`config.mk`:
```
export PLATFORM = sky130hd
export DESIGN_NAME = gpioled_sched
export DESIGN_NICKNAME = d
export VERILOG_FILES = /design/src/rtl/gpioled_sched.sv
export SDC_FILE = /design/constraint.sdc
export NUM_CORES = 1
export LEC_CHECK = 0
export ABC_AREA = 1
export CAP_MARGIN = 10
export CORE_MARGIN = 2
export CORE_UTILIZATION = 50
export DETAILED_ROUTE_END_ITERATION = 8
export MAX_ROUTING_LAYER = met4
export PLACE_DENSITY = 0.73
export SKIP_LAST_GASP = 1
export SLEW_MARGIN = 20
export SYNTH_ARGS = -nofsm -noshare
export SYNTH_HDL_FRONTEND = slang
export SYNTH_SLANG_ARGS = --single-unit
```
`constraint.sdc`:
```
create_clock -name sclk -period 3.5 [get_ports sclk]
set_input_delay 0.525 -clock sclk [delete_from_list [all_inputs] [get_ports sclk]]
set_output_delay 0.525 -clock sclk [all_outputs]
set_load 0.05 [all_outputs]
```
`src/rtl/gpioled_sched.sv`:
```
// gpioled_sched: LED mode controller and ARM override arbiter.
// A debounced mode-step line drives the blink schedule; armgpio[0] forces both LEDs on.
module gpioled_sched #(
  parameter int CNT_W    = 25,
  parameter int SLOW_DIV = 25_000_000,
  parameter int FAST_DIV = 6_250_000,
  parameter int DEB_CYC  = 1_000_000
) (
  input  logic       sclk,
  input  logic       rst,
  input  logic [1:0] armgpio,
  output logic [1:0] led,
  output logic [2:0] mode
);

  typedef enum logic [2:0] {
    M_OFF  = 3'd0,
    M_ON   = 3'd1,
    M_SLOW = 3'd2,
    M_FAST = 3'd3,
    M_ALT  = 3'd4
  } mode_e;

  localparam logic [CNT_W-1:0] SLOW_LAST = CNT_W'(SLOW_DIV - 1);
  localparam logic [CNT_W-1:0] FAST_LAST = CNT_W'(FAST_DIV - 1);
  localparam logic [CNT_W-1:0] DEB_LAST  = CNT_W'(DEB_CYC - 1);
  localparam logic [CNT_W-1:0] CNT_ONE   = CNT_W'(1);

  logic [1:0]       r_s0;
  logic [1:0]       r_s1;
  logic [1:0]       r_s2;
  logic             r_stable;
  logic             r_stable_d;
  logic [CNT_W-1:0] r_deb_cnt;
  mode_e            r_state;
  mode_e            w_next;
  logic [CNT_W-1:0] r_div_cnt;
  logic             r_phase;
  logic [1:0]       r_led;
  logic             w_step;
  logic             w_run;
  logic [CNT_W-1:0] w_div_last;
  logic [1:0]       w_pat;

  // Three-flop synchroniser for both asynchronous ARM lines.
  always_ff @(posedge sclk or negedge rst) begin
    if (!rst) begin
      r_s0 <= 2'b00;
      r_s1 <= 2'b00;
      r_s2 <= 2'b00;
    end else begin
      r_s0 <= armgpio;
      r_s1 <= r_s0;
      r_s2 <= r_s1;
    end
  end

  // Debounce: a new level must persist DEB_CYC cycles before it is accepted.
  always_ff @(posedge sclk or negedge rst) begin
    if (!rst) begin
      r_stable  <= 1'b0;
      r_deb_cnt <= '0;
    end else if (r_s2[1] == r_stable) begin
      r_deb_cnt <= '0;
    end else if (r_deb_cnt == DEB_LAST) begin
      r_stable  <= r_s2[1];
      r_deb_cnt <= '0;
    end else begin
      r_deb_cnt <= r_deb_cnt + CNT_ONE;
    end
  end

  // Delayed copy of the debounced level for rising-edge detection.
  always_ff @(posedge sclk or negedge rst) begin
    if (!rst) begin
      r_stable_d <= 1'b0;
    end else begin
      r_stable_d <= r_stable;
    end
  end

  assign w_step = r_stable & ~r_stable_d;

  // Mode state register.
  always_ff @(posedge sclk or negedge rst) begin
    if (!rst) begin
      r_state <= M_OFF;
    end else begin
      r_state <= w_next;
    end
  end

  // Mode sequencing; unused encodings fall back to OFF.
  always_comb begin
    w_next = r_state;
    case (r_state)
      M_OFF:   if (w_step) w_next = M_ON;
      M_ON:    if (w_step) w_next = M_SLOW;
      M_SLOW:  if (w_step) w_next = M_FAST;
      M_FAST:  if (w_step) w_next = M_ALT;
      M_ALT:   if (w_step) w_next = M_OFF;
      default: w_next = M_OFF;
    endcase
  end

  // Divider enable and half-period length for the current mode.
  always_comb begin
    w_run      = 1'b0;
    w_div_last = SLOW_LAST;
    case (r_state)
      M_SLOW, M_ALT: w_run = 1'b1;
      M_FAST: begin
        w_run      = 1'b1;
        w_div_last = FAST_LAST;
      end
      default: w_run = 1'b0;
    endcase
  end

  // Blink divider; a mode step restarts the pattern from phase 0.
  always_ff @(posedge sclk or negedge rst) begin
    if (!rst) begin
      r_div_cnt <= '0;
      r_phase   <= 1'b0;
    end else if (w_step || !w_run) begin
      r_div_cnt <= '0;
      r_phase   <= 1'b0;
    end else if (r_div_cnt == w_div_last) begin
      r_div_cnt <= '0;
      r_phase   <= ~r_phase;
    end else begin
      r_div_cnt <= r_div_cnt + CNT_ONE;
    end
  end

  // LED pattern for the current mode and phase.
  always_comb begin
    w_pat = 2'b00;
    case (r_state)
      M_ON:           w_pat = 2'b11;
      M_SLOW, M_FAST: w_pat = {r_phase, r_phase};
      M_ALT:          w_pat = {~r_phase, r_phase};
      default:        w_pat = 2'b00;
    endcase
  end

  // Output register; the ARM override wins over the schedule.
  always_ff @(posedge sclk or negedge rst) begin
    if (!rst) begin
      r_led <= 2'b00;
    end else if (r_s2[0]) begin
      r_led <= 2'b11;
    end else begin
      r_led <= w_pat;
    end
  end

  assign led  = r_led;
  assign mode = r_state;

endmodule
```
---- Word level (Yosys, flattened, before mapping) ----
Cells that the tools add are included.
operators by class
  bitwise operators ....................... 4
  equal/unequal tests ..................... 12
  add/sub/neg operators ................... 2
  mux-type cells .......................... 16
  reduce and logical (&&, ||, !) cells .... 8
operators with widths
  kind                                                                number
  25-bit 2-to-1 mux                                                   5
  25-bit by 1-bit adder with 25-bit output (second input constant)    2
  25-bit by 20-bit == test with 1-bit output (second input constant)  1
  25-bit == test                                                      1
  3-bit 2-to-1 mux                                                    5
  3-bit one-hot mux with 5 select lines                               1
  2-bit inequality test (second input constant)                       5
  3-bit by 2-bit == test with 1-bit output (second input constant)    2
  2-bit one-hot mux with 3 select lines                               1
  5-bit AND reduction                                                 1
  3-bit by 1-bit == test with 1-bit output (second input constant)    1
  3-bit == test (second input constant)                               1
  3-bit logical NOT                                                   1
  1-bit 2-to-1 mux                                                    3
  1-bit inverter                                                      3
  3-bit OR reduction                                                  1
  2-bit 2-to-1 mux                                                    1
  2-bit AND reduction                                                 1
  2-bit nonzero test                                                  1
  2-bit OR reduction                                                  1
  1-bit bitwise AND                                                   1
  1-bit == test                                                       1
  1-bit logical NOT                                                   1
  1-bit logical OR                                                    1
word-level totals
  register bits after elaboration ......... 64
  input bits .............................. 4
  word-level logic and storage cells ...... 52
  output and inout bits ................... 5

---- Longest topological paths before layout ----
  depth after elaboration ................. 6
  mapped depth ............................ 9
  gate-level depth less buffers ........... 9

---- Worst setup path before layout ----
No wires, ideal clock.
  kind .................................... register to register
  start point ............................. register r_state[2] (netlist: mode[2])
  end point ............................... register r_div_cnt[0]
  data required time ...................... 3.379 ns
  buffers on the path ..................... 1
  cell stages (with the launch flop) ...... 9
  library setup time ...................... 0.121 ns
  slack ................................... 1.900 ns
  arrival time ............................ 1.478 ns
  period minus slack after synthesis ...... 1.600 ns
  path through ............................ dfrtp_1 -> inv_1 -> nand3_1 -> nand3_1 -> nand2_1 -> nand3_4 -> nand2_4 -> buf_6 -> nor2_1
on the way
  cells in the longest elaborated chain, start to end .. 6
  elaborated cells on any way between the ends .. 11
  classes of those cells .................. eq/ne (4); mux (4); reduce/logical (3)
ends and longest elaborated chain
  what                                                                       line  text
  start, declared                                                            35    mode_e r_state;
  start signal, assigned                                                     89    r_state <= w_next;
  parallel branches: the longest is 5 deep, another holds 25-bit 2-to-1 mux  n/a
  25-bit 2-to-1 mux *                                                        125   end else if (w_step || !w_run) begin
  end signal, assigned                                                       132   r_div_cnt <= r_div_cnt + CNT_ONE;
  end, declared                                                              37    logic [CNT_W-1:0] r_div_cnt;
Mark *: on every way between the ends.
A chain may end at the register's enable or synchronous reset.

---- Worst setup path in the final report ----
  start point ............................. register r_state[1] (netlist: mode[1])
  end point ............................... output port mode[1]
RTL lines
  what           line  text
  end, declared  13    output logic [2:0] mode
No word-level cell between the ends.

==> results.yml <==
clocking:
  tritoncts: "built"
  cts_setup_buffers: 0
  clkTransAtPathRegs_ps: 80
  cts-root-buf: "clkbuf_8"
  clk_latency_ps: 350
  post_cts_resize_count: 0
  cts_buffers: 9
  ctsHoldBuffers: 0
  h-tree-depth: 3
  clock_sinks: 64
  clockBufferDepth: 2
placed_design:
  io_buffers: 8
  place_congestion: 0.9079
  hpwl_um: 5711
synthesis:
  synth.distinct_cells: 30
  ys.flop_type: "dfrtp_1"
  syn_area_sq_mm: 0.003537
  ys_warn_count: 0
  avgSynthCellArea_sq_um: 7.278
  ys_ff_latch: 64
  netlist_instances: 486
  ys_seq_area_share_pct: 45.28
  async_flop_share_pct: 100.0
  synth_edf_count: 0
  synth_nets: 492
timing:
  whs_ps: 148.5
  fin_worst_skew_ps: 9.724
  drv_slew: 0
  hold_violations: 0
  tightest_slew_ps: 534.1
  rsz0062_at_grt: "no"
  period_share_pct: 61.45
  relSlewSlack_pct: 64.39
  fin_setup_tns_ps: 0
  finalSetupViolCount: 0
  fmax_ghz: 0.4649
  layout_min_cycle_time_ps: 2151
routing:
  vias_per_cell: 5.020
  drt_iter0_markers: 198
  firstDrtPassIters: 4
  drt-wirelength-per-cell_um: 12.56
  postRouteAntennaNets: 0
  drc: 0
  wl_um: 7597
  vias: 3037
cells_and_area:
  regArea_sq_mm: 0.001602
  drive_above_1_share_pct: 7.662
  multiInputGateArea_sq_mm: 0.001694
  n_fill_cell: 672
  syn2layout_area_growth_pct: 11.46
  n_antenna_cell: 0
  nNetsFinal: 510
worst_setup_path:
  critPathTopFamily: "buffers and inverters"
  worstSetupPathType: "reg2out"
  arrival_ps: 1630
  end_kind: "primary output"
  crit_slowest_cell: "clkdlybuf4s50_1"
  path_buf_inv: 1
  start_kind: "flip-flop"
  cp_cell_sequence: "clkdlybuf4s50_1"
  crit_required_ps: 2970
  crit_fanout: 6
  max_stage_delay_ps: 830
worst_hold_path:
  hold_path_class: "in2async"
die:
  ios: 9
  die_h_um: 88.11
  die_x_um: 88.11
  dieArea_sq_mm: 0.007763
  rows: 30
  core-area_sq_mm: 0.006832
  floorplan.initialDensity_pct: 51.78
power:
  power.leakage_nw: 1.647
  powerDensity_mw_per_mm2: 378.0
  ir_drop_mv: 0.2465
global_routing:
  grt-ovfl-total: 0
  track_usage_pct: 22.91
  antenna_found_initial: 0
  grt_max_degree: 43
  grt_pass1_vias: 2841
  grt_pass1_wl_um: 13210
flow_run:
  maxCapViolCount: 0
status:
  status: "finished, final reports clean"
-- logic make-up (layout without fill, tap and decap cells) --
family	Yosys count	after routing	share of synthesized area, %
AO/OA/AOI/OAI	12	12	2.016
XOR/XNOR	23	23	5.695
adder cells (fa/ha/maj)	2	2	0.7074
buffers and inverters	62	85	6.827
flip-flops	64	64	45.28
AND/OR/NAND/NOR	323	323	39.48
-- layout make-up --
cell class | count | area share, %
multi-input cells | 360 | 42.97
well taps | 96 | 3.047
flip-flops and latches | 64 | 40.62
clock inverters | 7 | 2.412
repair buffers | 9 | 2.095
clock buffers | 9 | 3.142
inverters | 60 | 5.712
-- metal layers --
metal / global-route usage, % / up-vias / part of all wire, %
li1: - / 1551 / -
met1: 34.13 / 1410 / 52
met2: 31.75 / 61 / 41
met3: 3.393 / 15 / 4.9
met4: 7.989 / 0 / 2.0
met5: - / - / 0
-- layout by cell type (no fill, tap or decap) --
| cell | n |
|---|---|
| nand2_1 | 119 |
| ha_1 | 2 |
| buf_4 | 1 |
| nor3b_1 | 2 |
| nand3b_1 | 1 |
| clkinv_4 | 1 |
| clkinv_2 | 2 |
| nor3_1 | 16 |
| buf_2 | 1 |
| nand3_4 | 1 |
| nand2_4 | 2 |
| clkbuf_8 | 9 |
| nor2_1 | 121 |
| clkdlybuf4s50_1 | 7 |
| nand3_2 | 2 |
| a22oi_1 | 1 |
| o2111ai_1 | 1 |
| dfrtp_1 | 64 |
| a211oi_1 | 1 |
| o21ai_1 | 2 |
| bufinv_16 | 2 |
| inv_2 | 4 |
| xnor2_1 | 7 |
| nor2b_2 | 1 |
| inv_1 | 56 |
| and2_1 | 1 |
| nor2_2 | 7 |
| nand4_1 | 7 |
| nand2_2 | 3 |
| o21bai_1 | 1 |
| o21ai_0 | 1 |
| clkinvlp_4 | 1 |
| xor2_1 | 16 |
| nor3_4 | 1 |
| inv_6 | 1 |
| a21oi_1 | 5 |
| nand3_1 | 39 |
-- Yosys cell counts, types with 2 or more instances --
cell | count | share of area (%)
nor3_1 | 16 | 2.3
nor3b_1 | 2 | 0.42
xor2_1 | 16 | 4.0
nand2_4 | 2 | 0.64
inv_2 | 4 | 0.42
inv_1 | 56 | 5.9
nand2_1 | 119 | 13
dfrtp_1 | 64 | 45
o21ai_1 | 2 | 0.28
nor2_1 | 121 | 13
ha_1 | 2 | 0.71
nand3_1 | 39 | 5.5
nand3_2 | 2 | 0.57
nor2_2 | 7 | 1.2
xnor2_1 | 7 | 1.7
nand4_1 | 7 | 1.2
nand2_2 | 3 | 0.53
a21oi_1 | 5 | 0.71
-- path summary, 6_finish.rpt --
kind                                           end  slack (ps)  cells after the start                    from
setup / recovery                           mode[1]        1350                      1     mode[1]$_DFFE_PN0P_
setup reg to reg           r_div_cnt[18]$_DFF_PN0_        1810                      8  r_div_cnt[0]$_DFF_PN0_
hold reg to reg                  r_s1[1]$_DFF_PN0_         350                      0       r_s0[1]$_DFF_PN0_
hold / removal              r_div_cnt[7]$_DFF_PN0_         150                      1                     rst
min in group sclk                r_s1[1]$_DFF_PN0_         350                      0       r_s0[1]$_DFF_PN0_
max in group asynchronous   r_deb_cnt[2]$_DFF_PN0_        2410                      2                     rst
-- report_power, final --
group | switching [mW] | leakage (nW) | internal (mW)
combinational | 0.0288 | 0.664 | 0.00916
clock | 0.300 | 0.110 | 0.402
sequential | 0.00397 | 0.873 | 0.746
total | 0.333 | 1.65 | 1.16
-- sequential cells by signal, summed over array words and instances, names as in the netlist --
| register | flops |
|---|---|
| r_s2 | 2 |
| r_phase | 1 |
| r_deb_cnt | 25 |
| r_s0 | 2 |
| r_div_cnt | 25 |
| led | 2 |
| r_stable_d | 1 |
| r_stable | 1 |
| r_s1 | 2 |
| mode | 3 |
-- metrics by stage --
step / cell area, sq um / utilization [%] / cells / setup slack (ps) / power, mW
floorplan: 3537 / - / 486 / 1900 / 0.7794
global placement: 3724 / 54.51 / 589 / 1735 / 0.8028
detailed placement: 3724 / 54.51 / 589 / 1718 / 0.8043
CTS: 3943 / 57.71 / 605 / 1329 / 1.507
global route: 3943 / 57.71 / 605 / 1269 / 1.550
finish: 3943 / 57.71 / 605 / 1349 / 1.490
Power figures use the tool's default switching activity.
